### src/rtl/joypad_port.sv
// Dendy controller port responder for $4016/$4017.
// A strobe write to $4016 latches both pads; each CPU read then returns one
// button in bit 0 (bit 6 set for open-bus compatibility) and shifts the
// addressed pad register by one, back-filling with ones. A/B can be
// auto-fired by a frame-driven turbo phase.
module joypad_port #(
  parameter int unsigned TURBO_FRAMES = 2
) (
  input  logic        clock,
  input  logic        reset,
  input  logic        ce_cpu,
  input  logic [15:0] cpu_a,
  input  logic [7:0]  cpu_o,
  input  logic        cpu_w,
  input  logic        cpu_r,
  output logic [7:0]  cpu_i,
  output logic        cpu_hit,
  input  logic        frame,
  input  logic [7:0]  pad1,
  input  logic [7:0]  pad2,
  input  logic [1:0]  turbo1,
  input  logic [1:0]  turbo2
);

  localparam int unsigned CW = (TURBO_FRAMES > 1) ? $clog2(TURBO_FRAMES) : 1;
  localparam logic [CW-1:0] CNT_LAST = CW'(TURBO_FRAMES - 1);

  logic [CW-1:0] frame_cnt;
  logic          phase;
  logic          strobe;
  logic [7:0]    sr1;
  logic [7:0]    sr2;
  logic [7:0]    eff1;
  logic [7:0]    eff2;
  logic          sel_4016;
  logic          sel_4017;
  logic          wr_strobe;
  logic          shift_en;

  assign sel_4016  = (cpu_a == 16'h4016);
  assign sel_4017  = (cpu_a == 16'h4017);
  assign cpu_hit   = cpu_r & (sel_4016 | sel_4017);
  assign wr_strobe = ce_cpu & cpu_w & sel_4016;
  // A simultaneous write wins over the read-side shift.
  assign shift_en  = ce_cpu & cpu_r & ~cpu_w & cpu_hit & ~strobe;

  // Effective button state with turbo phase ORed into A and B.
  always_comb begin
    eff1 = {pad1[7:2], pad1[1] | (turbo1[1] & phase), pad1[0] | (turbo1[0] & phase)};
    eff2 = {pad2[7:2], pad2[1] | (turbo2[1] & phase), pad2[0] | (turbo2[0] & phase)};
  end

  // Turbo timebase: toggle phase every TURBO_FRAMES frame pulses.
  always_ff @(posedge clock or posedge reset) begin
    if (reset) begin
      frame_cnt <= '0;
      phase     <= 1'b0;
    end else if (frame) begin
      if (frame_cnt == CNT_LAST) begin
        frame_cnt <= '0;
        phase     <= ~phase;
      end else begin
        frame_cnt <= frame_cnt + 1'b1;
      end
    end
  end

  // Strobe latch and pad shift registers.
  // Reload is gated by the registered strobe, so the clock on which the
  // strobe-clear write commits still reloads and that sample is what is held.
  always_ff @(posedge clock or posedge reset) begin
    if (reset) begin
      strobe <= 1'b0;
      sr1    <= '0;
      sr2    <= '0;
    end else begin
      if (wr_strobe)
        strobe <= cpu_o[0];
      if (strobe) begin
        sr1 <= eff1;
        sr2 <= eff2;
      end else if (shift_en) begin
        if (sel_4016)
          sr1 <= {1'b1, sr1[7:1]};
        else
          sr2 <= {1'b1, sr2[7:1]};
      end
    end
  end

  // Read data: live button while strobe is high, else the register LSB.
  always_comb begin
    cpu_i = 8'h00;
    if (cpu_hit) begin
      if (sel_4016)
        cpu_i = {7'b0100000, strobe ? eff1[0] : sr1[0]};
      else
        cpu_i = {7'b0100000, strobe ? eff2[0] : sr2[0]};
    end
  end

endmodule

### config.mk
export PLATFORM = sky130hd
export DESIGN_NAME = joypad_port
export DESIGN_NICKNAME = d
export VERILOG_FILES = /design/src/rtl/joypad_port.sv
export SDC_FILE = /design/constraint.sdc
export NUM_CORES = 1
export LEC_CHECK = 0
export BUFFER_PORTS_ARGS = -buffer_cell sky130_fd_sc_hd__buf_4
export CAP_MARGIN = 40
export CELL_PAD_IN_SITES_DETAIL_PLACEMENT = 0
export CELL_PAD_IN_SITES_GLOBAL_PLACEMENT = 1
export CORE_MARGIN = 3
export CORE_UTILIZATION = 36
export CTS_BUF_LIST = sky130_fd_sc_hd__clkbuf_4 sky130_fd_sc_hd__clkbuf_8
export DETAILED_ROUTE_END_ITERATION = 12
export HOLD_SLACK_MARGIN = 0.12
export MAX_ROUTING_LAYER = met4
export PLACE_DENSITY_LB_ADDON = 0.12
export SYNTH_ARGS = -nofsm -noshare
export SYNTH_HDL_FRONTEND = slang
export SYNTH_SLANG_ARGS = --single-unit
export TNS_END_PERCENT = 100
### constraint.sdc
create_clock -name clock -period 4.8 [get_ports clock]
set_clock_uncertainty 0.05 [all_clocks]
set_input_delay 0.96 -clock clock [delete_from_list [all_inputs] [get_ports clock]]
set_output_delay 0.96 -clock clock [all_outputs]
set_load 0.03 [all_outputs]
== Yosys cells after proc, flatten, opt, wreduce, memory -nomap -nowiden ==
Index checks and enable logic that the tools add are counted.

* Mux-type cells: 11
* $add $sub $neg: 1
* Bitwise operators: 19
* Reduce and logical (&&, ||, !) cells: 5
* Eq/ne operators: 3

{| class="wikitable"
|+ Operators with widths
! cell !! count
|-
| 8-bit 2-to-1 mux || 7
|-
| 16-bit by 15-bit equality test with 1-bit output (second input constant) || 2
|-
| 1-bit bitwise AND || 11
|-
| 2-bit AND reduction || 3
|-
| 1-bit bitwise OR || 5
|-
| 1-bit 2-to-1 mux || 4
|-
| 2-bit nonzero test || 2
|-
| 1-bit NOT || 3
|-
| 2-bit inequality test (second input constant) || 1
|-
| 1-bit adder (second input constant) || 1
|}

* Flip-flop bits (word level): 19
* Bits of input ports: 50
* Output and inout bits: 9

== Longest topological paths before layout ==
Gate-level depths: netlist of run 1.

* Depth in word-level cells: 7
* Gate-level depth with buffers: 5
* Mapped depth without buffers: 4

== Worst setup path before layout of run 1 ==
No wires, ideal clock.

* Path kind: input to output
* Start point: input port cpu_a[13]
* End point: output port cpu_i[0]
* Stages on the path: 4
* Path buffers: 0
* Data arrival time: 2512 ps
* Slack: 1278 ps
* Cell sequence: or4b_4 nor3_1 and3_1 and3_1

* Longest elaborated chain between the ends: 4
* Elaborated cells on any way between the ends: 6

{| class="wikitable"
|+ Ends and longest elaborated chain
! item !! line !! source
|-
| start, declared || 12 || <nowiki>input logic [15:0] cpu_a,</nowiki>
|-
| 16-bit by 15-bit equality test with 1-bit output (on tied branches) || 40, 41 ||
|-
| 1-bit bitwise OR * || 42 || <nowiki>assign cpu_hit = cpu_r & (sel_4016 | sel_4017);</nowiki>
|-
| 1-bit bitwise AND * || 42 ||
|-
| via cpu_hit || 17 || <nowiki>output logic cpu_hit,</nowiki>
|-
| 8-bit 2-to-1 mux * || 94 || <nowiki>if (cpu_hit) begin</nowiki>
|-
| end, declared || 16 || <nowiki>output logic [7:0] cpu_i,</nowiki>
|}

Mark *: on every way through the listed nets, which the timed path passes. The rest lies on a longest branch.

== Final worst setup path of run 1 ==
* Start point: input port cpu_a[13]
* End point: output port cpu_i[0]

* Longest elaborated chain between the ends: 4
* Elaborated cells on any way between the ends: 6

{| class="wikitable"
|+ Ends and longest elaborated chain
! item !! line
|-
| 16-bit by 15-bit equality test with 1-bit output (on tied branches) || 40, 41
|-
| 1-bit bitwise OR || 42
|-
| 1-bit bitwise AND || 42
|-
| 8-bit 2-to-1 mux * || 94
|}

Every way passes the cells marked *; elsewhere a longest branch is shown, timed or not.

==> flow_summary.json, run 1 <==
{
  "status": "finished clean",
  "p_leak_nw": 0.676,
  "synthMuxAreaShare_pct": 2.72,
  "synth_most_common_cell": "dfrtp_1",
  "critPathKind": "input port to primary output",
  "initialDrtViolationCount": 39,
  "dp.cells": 189,
  "die_x_um": 62.5,
  "clock_path_buffers": 2,
  "fin_setup_tns_ps": 0,
  "tightest_slew_ps": 887,
  "drive_above_1_share_pct": 37.1,
  "fp.dieH_um": 62.5,
  "post-route-min-period_ps": 3510,
  "drtPass1Iterations": 4,
  "clk_latency_ps": 290,
  "numCtsBuffers": 3,
  "areaGrowthSynthToFinish_pct": 27.0,
  "cp-end-kind": "primary output",
  "cp_max_fo": 3,
  "crit_path_start_kind": "input port",
  "grt_pass1_vias": 1021,
  "cts_setup_buffers": 0,
  "grt_overflow_total": 0,
  "nNetsFinal": 202,
  "ys_top_cells_by_count": "dfrtp_1, a2bb2oi_1, a31oi_1, o21ai_1, buf_4",
  "synth_xor_area_share_pct": 1.52,
  "cts_root_buf": "clkbuf_4",
  "synth_cell_types": 34,
  "port_buffers": 45,
  "cts_tree": "yes",
  "cts_hold_buffers": 0,
  "worstPathArrival_ps": 2500,
  "ctsResizeCount": 0,
  "drv_cap": 0,
  "hold_viol": 0,
  "core_area_um2": 2900,
  "synthAdderAreaFrac_pct": 0,
  "required_ps": 3790,
  "grt_max_degree": 22,
  "yosys.area.top_type": "dfrtp_1",
  "async_reset_ff_share_pct": 100,
  "pre_cts_ws_ps": 1280,
  "fill_cells": 293,
  "die-area_um2": 3910,
  "clk_pin_slew_worst_paths_ps": 100,
  "design_power_total_mw": 0.326,
  "dr_total_vias": 1031,
  "ys.flop_type": "dfrtp_1",
  "start_util_pct": 39.7,
  "yosys-top-cells-area": "dfrtp_1, a2bb2oi_1, a31oi_1",
  "slew_violations": 0,
  "yosys.area.top_type_share_pct": 41.3,
  "track_usage_pct": 15.2,
  "clock.fmax_mhz": 285,
  "cts_sinks": 19,
  "antennaDiodeCount": 0,
  "setup_violations": 0,
  "synth_compound_area_share_pct": 28.7,
  "wl_per_cell_um": 14.9,
  "vdd_drop_max_uv": 147,
  "globalplace.congestion": 0.791,
  "setup_slack_ps": 1290,
  "final_cell_count_no_fill": 193,
  "yosys_warnings": 0,
  "synth_top_family_by_area": "compound AO/OA/AOI/OAI gates",
  "io_pins": 59,
  "synth_seq_cells": 19,
  "power.density_nw_per_um2": 223,
  "row_count": 19,
  "grt_first_pass_wirelength_um": 4760,
  "h-tree-depth": 1,
  "hold_class": "flop to flop",
  "syn_inst": 112,
  "antenna_found_initial": 0,
  "synth_edf_count": 0,
  "max-slew-margin-rel_pct": 40.4,
  "post-route-period-util_pct": 73.2,
  "yosysSeqAreaShare_pct": 41.3,
  "rsz0062_at_grt": "no",
  "avgSynthCellArea_um2": 10.3,
  "syn_area_um2": 1150,
  "yosys.area_share.simple_pct": 13.6,
  "dp_hpwl_um": 2170,
  "ant_nets": 0,
  "viasPerCell": 5.34,
  "drc": 0,
  "wl_um": 2870
}
cell usage in the layout, fill, tap and decap left out, types with 4 or more instances in the layout:
cell / count
dfrtp_1: 19
a41oi_1: 6
a31oi_1: 9
buf_4: 45
a21oi_1: 4
nand2_1: 5
conb_1: 6
o21ai_0: 6
clkbuf_4: 4
a2bb2oi_1: 10
o21ai_1: 9
power by group:
| group | total (mW) | leakage [nW] | internal (mW) | switching [mW] |
|---|---|---|---|---|
| Sequential | 0.184 | 0.259 | 0.170 | 0.0138 |
| Clock | 0.0844 | 0.0184 | 0.0379 | 0.0465 |
| Combinational | 0.0585 | 0.399 | 0.0337 | 0.0248 |
| Total | 0.326 | 0.676 | 0.241 | 0.0851 |
critical path: stages:
cell	delay [ps]
buf_4	110
or4b_4	570
nor3_1	320
and3_1	240
and3_1	160
buf_4	150
kinds of logic after synthesis:
kind of cell / count (synthesis)
XOR/XNOR: 2
other: 1
AND/OR/NAND/NOR: 21
AO/OA/AOI/OAI: 49
buffers and inverters: 17
multiplexers: 3
flip-flops: 19
metal layers:
metal	track usage (%)	vias up	wire (um)
met4	2.48	0	11
met3	3.78	2	153
li1	-	499	-
met1	19.1	496	1210
met5	-	-	0
met2	25.3	34	1490
flip-flops by register name (all words and copies together), names as in the netlist:
| register | flops |
|---|---|
| sr2 | 8 |
| phase | 1 |
| frame_cnt | 1 |
| strobe | 1 |
| sr1 | 8 |
cell type report:
| cell class | instances | area [um^2] | share of cell area (%) |
|---|---|---|---|
| Tap cell | 42 | 52.6 | 3.60 |
| Timing Repair Buffer | 45 | 338 | 23.1 |
| Clock buffer | 4 | 30.0 | 2.05 |
| Multi-Input combinational cell | 81 | 558 | 38.2 |
| Inverter | 2 | 7.51 | 0.514 |
| Sequential cell | 19 | 475 | 32.5 |
final timing paths:
| kind | startpoint | to | slack (ps) | cells after the start |
|---|---|---|---|---|
| hold / removal | frame_cnt | frame_cnt | 440 | 1 |
| setup / recovery | cpu_a[13] | cpu_i[0] | 1290 | 6 |
| setup reg to reg | strobe | sr2[0] | 2990 | 3 |
| max in group asynchronous | reset | strobe | 3490 | 2 |
| min in group asynchronous | reset | sr1[6] | 740 | 2 |
| hold reg to reg | frame_cnt | frame_cnt | 440 | 1 |
per-stage QoR:
step                      hold WS [ps]  cell area [um^2]  util (%)
final                              438              1460      50.4
after global routing               480              1460      50.4
after CTS                          447              1460      50.4
after detailed placement           427              1430      49.4
after global placement             404              1430      49.4
after floorplan                    389              1170         -
Power figures use the tool's default switching activity.
==> inputs of run 2 (changes only) <==
Settings changed: CORE_UTILIZATION 36 to 30.
Clock period 4.8 ns to 3.2 ns, I/O delays scaled along.
==> run 2 against run 1 <==
  * Global-route usage shrank 0.87 points
  * Hold slack lost 15 ps
  * Combinational power grew 47%
  * Cell area grew 3.2%
  * Die area grew 18%
  * Critical path type unchanged
  * Critical endpoint unchanged
  * Highest routed layer unchanged
==> flow_summary.json, run 2 (synthesis results as in run 1) <==
{
  "whs_endpoint": "frame_cnt",
  "cp_cell_sequence": "buf_4, or4b_4, nor3_1, and3_1, and3_1, buf_4",
  "final_cell_mix": "buf_4, dfrtp_1, a2bb2oi_1",
  "grt_pass1_vias": 1077,
  "critPathKind": "input port to primary output",
  "globalplace.congestion": 0.723,
  "grt_first_pass_wirelength_um": 4850,
  "cp_top_family": "simple AND/OR/NAND/NOR gates",
  "cp-startpoint": "cpu_a[13]",
  "start_util_pct": 32.7,
  "internal_power_mw": 0.402,
  "post-route-min-period_ps": 2810,
  "track_usage_pct": 14.4,
  "core_area_um2": 3520,
  "drive_above_1_share_pct": 38.3,
  "dp_hpwl_um": 2210,
  "pre_cts_ws_ps": 380,
  "netSwitchingPower_mw": 0.127,
  "cts_tree": "yes",
  "grt_overflow_total": 0,
  "r2r_start": "strobe",
  "hold_viol": 0,
  "tightest_slew_ps": 739,
  "h-tree-depth": 1,
  "grt_max_degree": 21,
  "switching_share_pct": 24.0,
  "port_buffers": 45,
  "areaGrowthSynthToFinish_pct": 31.0,
  "crit_slowest_cell": "or4b_4",
  "initialDrtViolationCount": 53,
  "die-area_um2": 4620,
  "status": "finished clean",
  "drv_cap": 0,
  "wl_um": 2980,
  "viasPerCell": 5.26,
  "nNetsFinal": 205,
  "antennaDiodeCount": 0,
  "fill_cells": 363,
  "post-route-period-util_pct": 87.8,
  "drtPass1Iterations": 4,
  "p_comb_share_pct": 16.2,
  "die_x_um": 67.9,
  "vdd_drop_max_uv": 276,
  "rsz0062_at_grt": "no",
  "cts_root_buf": "clkbuf_8",
  "antenna_found_initial": 0,
  "hold_class": "flop to flop",
  "fin_setup_tns_ps": 0,
  "cts_sinks": 19,
  "reg2reg_to": "sr2[5]",
  "wl_per_cell_um": 14.9,
  "clk_latency_ps": 250,
  "hold_depth": 1,
  "p_seq_share_pct": 51.5,
  "crit_buf_inv": 2,
  "max-slew-margin-rel_pct": 50.7,
  "final_common_cell": "buf_4",
  "slew_violations": 0,
  "cts_setup_buffers": 0,
  "io_pins": 59,
  "power.density_nw_per_um2": 351,
  "ctsResizeCount": 0,
  "cts_hold_buffers": 0,
  "ant_nets": 0,
  "worstPathArrival_ps": 2120,
  "top_regs": "sr1 (8), sr2 (8)",
  "required_ps": 2510,
  "numCtsBuffers": 3,
  "placed_area_um2": 1460,
  "fin_area_um2": 1510,
  "design_power_total_mw": 0.529,
  "clock_path_buffers": 2,
  "clk_pin_slew_worst_paths_ps": 70,
  "r2r_slack_ps": 2070,
  "drc": 0,
  "hp-start": "frame_cnt",
  "setup_violations": 0,
  "clock.fmax_mhz": 356,
  "clkPwrFrac_pct": 32.2,
  "row_count": 21,
  "dr_total_vias": 1052,
  "cpPeakStageDelay_ps": 560,
  "cp-end-kind": "primary output",
  "fp.dieH_um": 67.9,
  "rr_worst_depth": 3,
  "p_leak_nw": 0.699,
  "setup_slack_ps": 390,
  "cp_max_fo": 3,
  "crit_path_start_kind": "input port"
}
[run 2: worst register-to-register path: stages (launching register included)]
cell       delay, ps
dfrtp_1          380
inv_1            230
buf_4            220
a2bb2oi_1        180
[run 2: how the worst max path moves through the flow]
stage                          end  slack (ps)  depth (start not counted)
final                     cpu_i[0]         390                          6
after global placement    cpu_i[0]         390                          6
after global routing      cpu_i[0]         330                          6
after detailed placement  cpu_i[0]         380                          6
after floorplan           cpu_i[0]         320                          4
after CTS                 cpu_i[0]         380                          6
[run 2: cell type report]
| cell class | instances | area [um^2] | area share (%) |
|---|---|---|---|
| inverter | 2 | 7.51 | 0.498 |
| tap | 46 | 57.6 | 3.82 |
| multi-input combinational | 81 | 558 | 37.0 |
| timing repair buffer | 48 | 360 | 23.9 |
| clock buffer | 4 | 48.8 | 3.24 |
| sequential | 19 | 475 | 31.5 |
[run 2: stage by stage]
step / hold WS, ps / instances / utilization, %
after CTS: 429 / 200 / 42.8
final: 423 / 200 / 42.8
after global routing: 459 / 200 / 42.8
after detailed placement: 412 / 196 / 41.4
after global placement: 403 / 196 / 41.4
after floorplan: 389 / 117 / -
[run 2: power by group through the flow]
stage                     Sequential (mW)  Clock [mW]  Combinational, mW
after global placement              0.276           0             0.0855
final                               0.273       0.171             0.0860
after detailed placement            0.277           0             0.0876
after global routing                0.275       0.192             0.0971
after CTS                           0.273       0.176             0.0871
after floorplan                     0.271           0             0.0488
[run 2: layer usage]
metal / part of all wire (%) / GRT usage, % / vias to the layer above
met1: 41 / 16.2 / 512
met4: 0.64 / 2.98 / 0
met2: 53 / 25.2 / 35
met5: 0 / - / -
li1: - / - / 503
met3: 5.3 / 4.11 / 2
